## src/rtl/serial_word_loader_pkg.sv

```systemverilog
// Shared definitions for the serial word loader and its downstream comparer.
// Optional feature macro: SWL_PARITY_EN (adds a trailing even-parity bit).
package serial_word_loader_pkg;

  typedef enum logic [1:0] {
    ST_IDLE   = 2'd0,
    ST_SHIFT  = 2'd1,
    ST_PARITY = 2'd2,
    ST_DONE   = 2'd3
  } swl_state_e;

  // Word width, shared with the equality comparer downstream.
  localparam int SWL_WIDTH_DEFAULT   = 16;
  localparam int SWL_TIMEOUT_DEFAULT = 1023;

endpackage

```

## src/rtl/serial_word_loader_gap_timer.sv

```systemverilog
// Saturating inter-bit gap counter. reached pulses on the idle cycle whose
// count would land on TIMEOUT, so the FSM can abort on that same edge.
module swl_gap_timer #(
  parameter int TIMEOUT = 1023
) (
  input  logic clk,
  input  logic rst,
  input  logic clr,
  input  logic en,
  output logic reached
);

  localparam int TW = $clog2(TIMEOUT + 1);
  localparam logic [TW-1:0] LIMIT    = TW'(TIMEOUT);
  localparam logic [TW-1:0] LIMIT_M1 = TW'(TIMEOUT - 1);

  logic [TW-1:0] cnt_q;
  logic [TW-1:0] cnt_d;

  // Next count: clear wins, otherwise count idle cycles up to the limit.
  always_comb begin
    cnt_d = cnt_q;
    if (clr) begin
      cnt_d = '0;
    end else if (en && (cnt_q != LIMIT)) begin
      cnt_d = cnt_q + 1'b1;
    end
  end

  assign reached = en && !clr && (cnt_q == LIMIT_M1);

  // Count register.
  always_ff @(posedge clk or posedge rst) begin
    if (rst) begin
      cnt_q <= '0;
    end else begin
      cnt_q <= cnt_d;
    end
  end

endmodule

```

## src/rtl/serial_word_loader.sv

```systemverilog
// Serial-to-parallel word loader, MSB first, with start/valid handshake,
// inter-bit timeout and a one-cycle completion strobe.
// Optional feature macro: SWL_PARITY_EN (one extra even-parity bit per frame).
module serial_word_loader
  import serial_word_loader_pkg::*;
#(
  parameter int N       = SWL_WIDTH_DEFAULT,
  parameter int TIMEOUT = SWL_TIMEOUT_DEFAULT
) (
  input  logic         clk,
  input  logic         rst,
  input  logic         start,
  input  logic         bit_in,
  input  logic         bit_valid,
  output logic [N-1:0] word_out,
  output logic         word_valid,
  output logic         busy,
  output logic         err
);

  localparam int CW = $clog2(N);
  localparam logic [CW-1:0] CNT_LAST = CW'(N - 1);

  swl_state_e    state_q, state_d;
  logic [N-1:0]  sreg_q, sreg_d;
  logic [CW-1:0] cnt_q, cnt_d;
  logic [N-1:0]  word_q, word_d;
  logic          word_valid_q, word_valid_d;
  logic          err_q, err_d;
  logic          gap_clr;
  logic          gap_en;
  logic          gap_reached;

  swl_gap_timer #(
    .TIMEOUT(TIMEOUT)
  ) u_gap_timer (
    .clk     (clk),
    .rst     (rst),
    .clr     (gap_clr),
    .en      (gap_en),
    .reached (gap_reached)
  );

  // Frame sequencing: next state, shift data, strobes and timer control.
  always_comb begin
    state_d      = state_q;
    sreg_d       = sreg_q;
    cnt_d        = cnt_q;
    word_d       = word_q;
    word_valid_d = 1'b0;
    err_d        = 1'b0;
    gap_clr      = 1'b0;
    gap_en       = 1'b0;

    unique case (state_q)
      ST_IDLE: begin
        gap_clr = 1'b1;
        // A bit_valid coincident with start is deliberately dropped.
        if (start) begin
          state_d = ST_SHIFT;
          sreg_d  = '0;
          cnt_d   = '0;
        end
      end

      ST_SHIFT: begin
        if (bit_valid) begin
          gap_clr = 1'b1;
          sreg_d  = {sreg_q[N-2:0], bit_in};
          cnt_d   = cnt_q + 1'b1;
          if (cnt_q == CNT_LAST) begin
            cnt_d = '0;
`ifdef SWL_PARITY_EN
            state_d = ST_PARITY;
`else
            state_d = ST_DONE;
`endif
          end
        end else begin
          gap_en = 1'b1;
          if (gap_reached) begin
            state_d = ST_IDLE;
            err_d   = 1'b1;
          end
        end
      end

`ifdef SWL_PARITY_EN
      ST_PARITY: begin
        if (bit_valid) begin
          gap_clr = 1'b1;
          if (^{sreg_q, bit_in} == 1'b0) begin
            state_d = ST_DONE;
          end else begin
            state_d = ST_IDLE;
            err_d   = 1'b1;
          end
        end else begin
          gap_en = 1'b1;
          if (gap_reached) begin
            state_d = ST_IDLE;
            err_d   = 1'b1;
          end
        end
      end
`endif

      ST_DONE: begin
        gap_clr      = 1'b1;
        word_d       = sreg_q;
        word_valid_d = 1'b1;
        state_d      = ST_IDLE;
      end

      default: begin
        gap_clr = 1'b1;
        state_d = ST_IDLE;
      end
    endcase
  end

  // State and registered outputs.
  always_ff @(posedge clk or posedge rst) begin
    if (rst) begin
      state_q      <= ST_IDLE;
      sreg_q       <= '0;
      cnt_q        <= '0;
      word_q       <= '0;
      word_valid_q <= 1'b0;
      err_q        <= 1'b0;
    end else begin
      state_q      <= state_d;
      sreg_q       <= sreg_d;
      cnt_q        <= cnt_d;
      word_q       <= word_d;
      word_valid_q <= word_valid_d;
      err_q        <= err_d;
    end
  end

  assign word_out   = word_q;
  assign word_valid = word_valid_q;
  assign busy       = (state_q != ST_IDLE);
  assign err        = err_q;

endmodule

```

## config.mk

```make
export PLATFORM = sky130hd
export DESIGN_NAME = serial_word_loader
export DESIGN_NICKNAME = d
export VERILOG_FILES = /design/src/rtl/serial_word_loader_pkg.sv /design/src/rtl/serial_word_loader_gap_timer.sv /design/src/rtl/serial_word_loader.sv
export SDC_FILE = /design/constraint.sdc
export NUM_CORES = 1
export LEC_CHECK = 0
export ABC_CLOCK_PERIOD_IN_PS = 1900
export CORE_UTILIZATION = 45
export DETAILED_ROUTE_END_ITERATION = 10
export GPL_ROUTABILITY_DRIVEN = 0
export PLACE_DENSITY = 0.7
export SETUP_SLACK_MARGIN = 0.2
export SLEW_MARGIN = 10
export SYNTH_ARGS = -nofsm -noshare
export SYNTH_HDL_FRONTEND = slang
export SYNTH_HIERARCHICAL = 1
export SYNTH_SLANG_ARGS = --single-unit
```

## constraint.sdc

```tcl
create_clock -name clk -period 1.9 [get_ports clk]
set_input_delay 0.38 -clock clk [delete_from_list [all_inputs] [get_ports clk]]
set_output_delay 0.38 -clock clk [all_outputs]
set_load 0.02 [all_outputs]
```

==> flow_metrics.py <==
metrics = {
    "worst_setup_path": {
        "crit_type": "reg -> out",
        "worstRegToRegCells": 7,
        "critical_path_required_ns": 1.52,
        "cp_max_fo": 2,
        "r2r-start": "state_q[0]$_DFFE_PP0P_",
        "arrival_ns": 1.26,
        "max_stage_delay_ns": 0.60,
        "r2r_end": "u_gap_timer/cnt_q[7]$_DFFE_PP0P_",
        "worst-path-buf-inv": 1,
        "critPathCaptureType": "output port",
        "slowest_stage": "clkdlybuf4s50_1",
        "critPathLaunchType": "flop",
        "timing.critical_path.cells": "clkdlybuf4s50_1",
        "r2r_slack_ns": 0.32,
        "path_delay_family": "buffers and inverters",
    },
    "floorplan": {
        "die_area_um2": 5310,
        "die_h_um": 72.9,
        "initial_utilization_pct": 47.3,
        "num_rows": 25,
        "ioPinCount": 24,
        "die_x_um": 72.9,
        "core_um2": 4790,
    },
    "sta": {
        "fin_skew_ns": 0.00712,
        "hold_violations": 0,
        "max_freq_ghz": 0.608,
        "worstMarginPinSlew_ns": 0.485,
        "slew_headroom_pct": 67.6,
        "worst_slack_ns": 0.255,
        "fin_crit_sh_pct": 86.6,
        "setup_viol": 0,
        "final.setup.tns_ns": 0,
        "slew_viol_final": 0,
        "rsz0062_at_grt": "yes",
        "fin_crit_ns": 1.64,
    },
    "clock_network": {
        "clock_latency_ns": 0.30,
        "ctsHtreeMaxLevel": 2,
        "cts_max_path_buffers": 2,
        "cts_sinks": 50,
        "clkSlewWorstSetupHoldPaths_ns": 0.09,
        "cts_made_buffers": 5,
        "cts_root_buf": "clkbuf_8",
        "cts_tree": "yes",
    },
    "final_layout": {
        "multi_input_area_um2": 890,
        "final_core_util_pct": 57.5,
        "nNetsFinal": 262,
        "syn_to_final_growth_pct": 21.7,
        "drive_gt1_share_pct": 16.5,
        "seqCellArea_um2": 1250,
        "num-fill-cells": 426,
        "design_area_um2": 2750,
        "antenna_cells": 0,
    },
    "power_and_ir_drop": {
        "total_power_uw": 3350,
        "p_leak_uw": 0.00122,
        "p_per_area_nw_per_um2": 1220,
        "vdd_drop_max_v": 0.000552,
    },
    "logic_synthesis": {
        "synth.avg_cell_area_um2": 10.1,
        "async_flop_share_pct": 100,
        "synth-seq-area-share_pct": 55.3,
        "syn-instance-count": 223,
        "synth-simple-area-share_pct": 18.6,
        "synth_commonest_cells": "dfrtp_1, o21ai_0, inv_1",
        "synth-edff-count": 0,
        "synth_seq_cells": 50,
        "synth_area_um2": 2260,
        "synth_top_family_by_area": "simple AND/OR/NAND/NOR gates",
        "synthMuxAreaShare_pct": 1.94,
        "yosys.area.top_type": "dfrtp_1",
        "netlist.area_leader.share_pct": 55.3,
        "synth_compound_gate_area_share_pct": 14.9,
        "yosysWarnings": 6,
        "synth-adder-area-share_pct": 1.66,
        "synth_xor_area_share_pct": 0.387,
        "synthFlopType": "dfrtp_1",
        "syn-num-nets": 231,
        "synth.area.top_cells": "dfrtp_1, o21ai_0, or4_1",
        "synth_most_common_cell": "dfrtp_1",
        "synth_cell_type_count": 42,
    },
    "routing": {
        "viasPerCell": 5.21,
        "wl_per_cell_um": 12.7,
        "drt_pass1_iterations": 4,
        "drtAntennaViolNets": 0,
        "num_vias": 1679,
        "drt_iter0_markers": 49,
        "drc": 0,
        "wl_um": 4090,
    },
    "run": {
        "cap_viol_max_count": 0,
    },
    "global_route": {
        "grt_overflow": 0,
        "track_usage_pct": 18.3,
        "grt_max_degree": 41,
        "grt_pass1_vias": 1658,
        "grt_pass1_wl_um": 7320,
        "antenna_found_initial": 0,
    },
    "placed_design": {
        "preCtsSetupSlack_ns": -0.0117,
        "port_buffers": 23,
        "dpl_cell_area_um2": 2630,
        "dp_hpwl_um": 2740,
    },
    "status": {
        "outcome": "finished, final reports clean",
    },
    "min_path": {
        "worstHoldPathType": "in -> async",
    },
}
## per-layer routing
layer	routed length (µm)	up-vias	GRT usage, %
li1	-	845	-
met1	2060	801	24.5
met3	103	6	4.14
met2	1870	27	28.9
met5	0	-	0
met4	61	0	7.63
## worst max path at each step
stage	slack, ns	to	depth (start not counted)	start
floorplan	0.21	err$_DFF_PP0_	8	state_q[1]$_DFFE_PP0P_
detailed placement	-0.01	u_gap_timer/cnt_q[7]$_DFFE_PP0P_	6	bit_valid
finish	0.26	word_out[14]	1	word_out[14]$_DFFE_PP0P_
CTS	0.21	busy	2	state_q[1]$_DFFE_PP0P_
global route	0.18	u_gap_timer/cnt_q[7]$_DFFE_PP0P_	7	state_q[0]$_DFFE_PP0P_
global placement	0.0003	err$_DFF_PP0_	6	bit_valid
## layout make-up
type / instances / share of cell area [%]
sequential: 50 / 45.4
multi-input combinational: 136 / 32.3
timing repair buffer: 38 / 12.8
inverter: 23 / 3.13
tap: 67 / 3.04
clock buffer: 5 / 2.50
clock inverter: 3 / 0.772
## cell usage in the layout, fill, tap and decap left out, drive strengths merged, types with 3 or more instances in the layout
master,synthesis,routed
o31ai,3,3
inv,23,23
nand2,22,22
nor3,5,5
clkbuf,7,6
a21oi,4,4
o21ai,33,33
or2,3,3
buf,7,15
nor2,7,7
a31oi,5,5
or4,14,14
mux2,3,3
ha,3,3
nand3,5,5
dfrtp,50,50
nand4b,3,3
and3,3,3
a311oi,3,3
clkdlybuf4s50,0,21
## registers in the layout, indices dropped and copies added (netlist names)
signal             cells
cnt_q                  4
state_q                2
word_out              16
word_valid             1
sreg_q                16
u_gap_timer/cnt_q     10
err                    1
## repair_timing
item	in CTS	in global routing
hold buffers	0	0
endpoints found under the setup margin	1	7
gates resized for setup	2	6
pin swaps	0	1
buffers inserted	0	2
## per-stage QoR
stage	hold WS (ns)	instances
floorplan	0.220	223
global placement	0.460	312
detailed placement	0.471	312
CTS	0.399	320
global route	0.460	322
finish	0.409	322
## power by group
group	internal [µW]	switching [µW]	leakage (µW)	total, µW
Combinational	554	638	0.000507	1190
Clock	259	351	0.0000441	610
Sequential	1380	171	0.000667	1550
## kinds of logic (layout without fill, tap and decap cells)
logic type,Yosys count,count (layout)
and+or+nand+nor,71,71
AOI/OAI and AO/OA,57,57
DFF,50,50
buffers and inverters,37,69
muxes,4,4
adders and majority gates,3,3
xor gates and xnor gates,1,1
No activity file was read; power rests on OpenSTA's default activity.
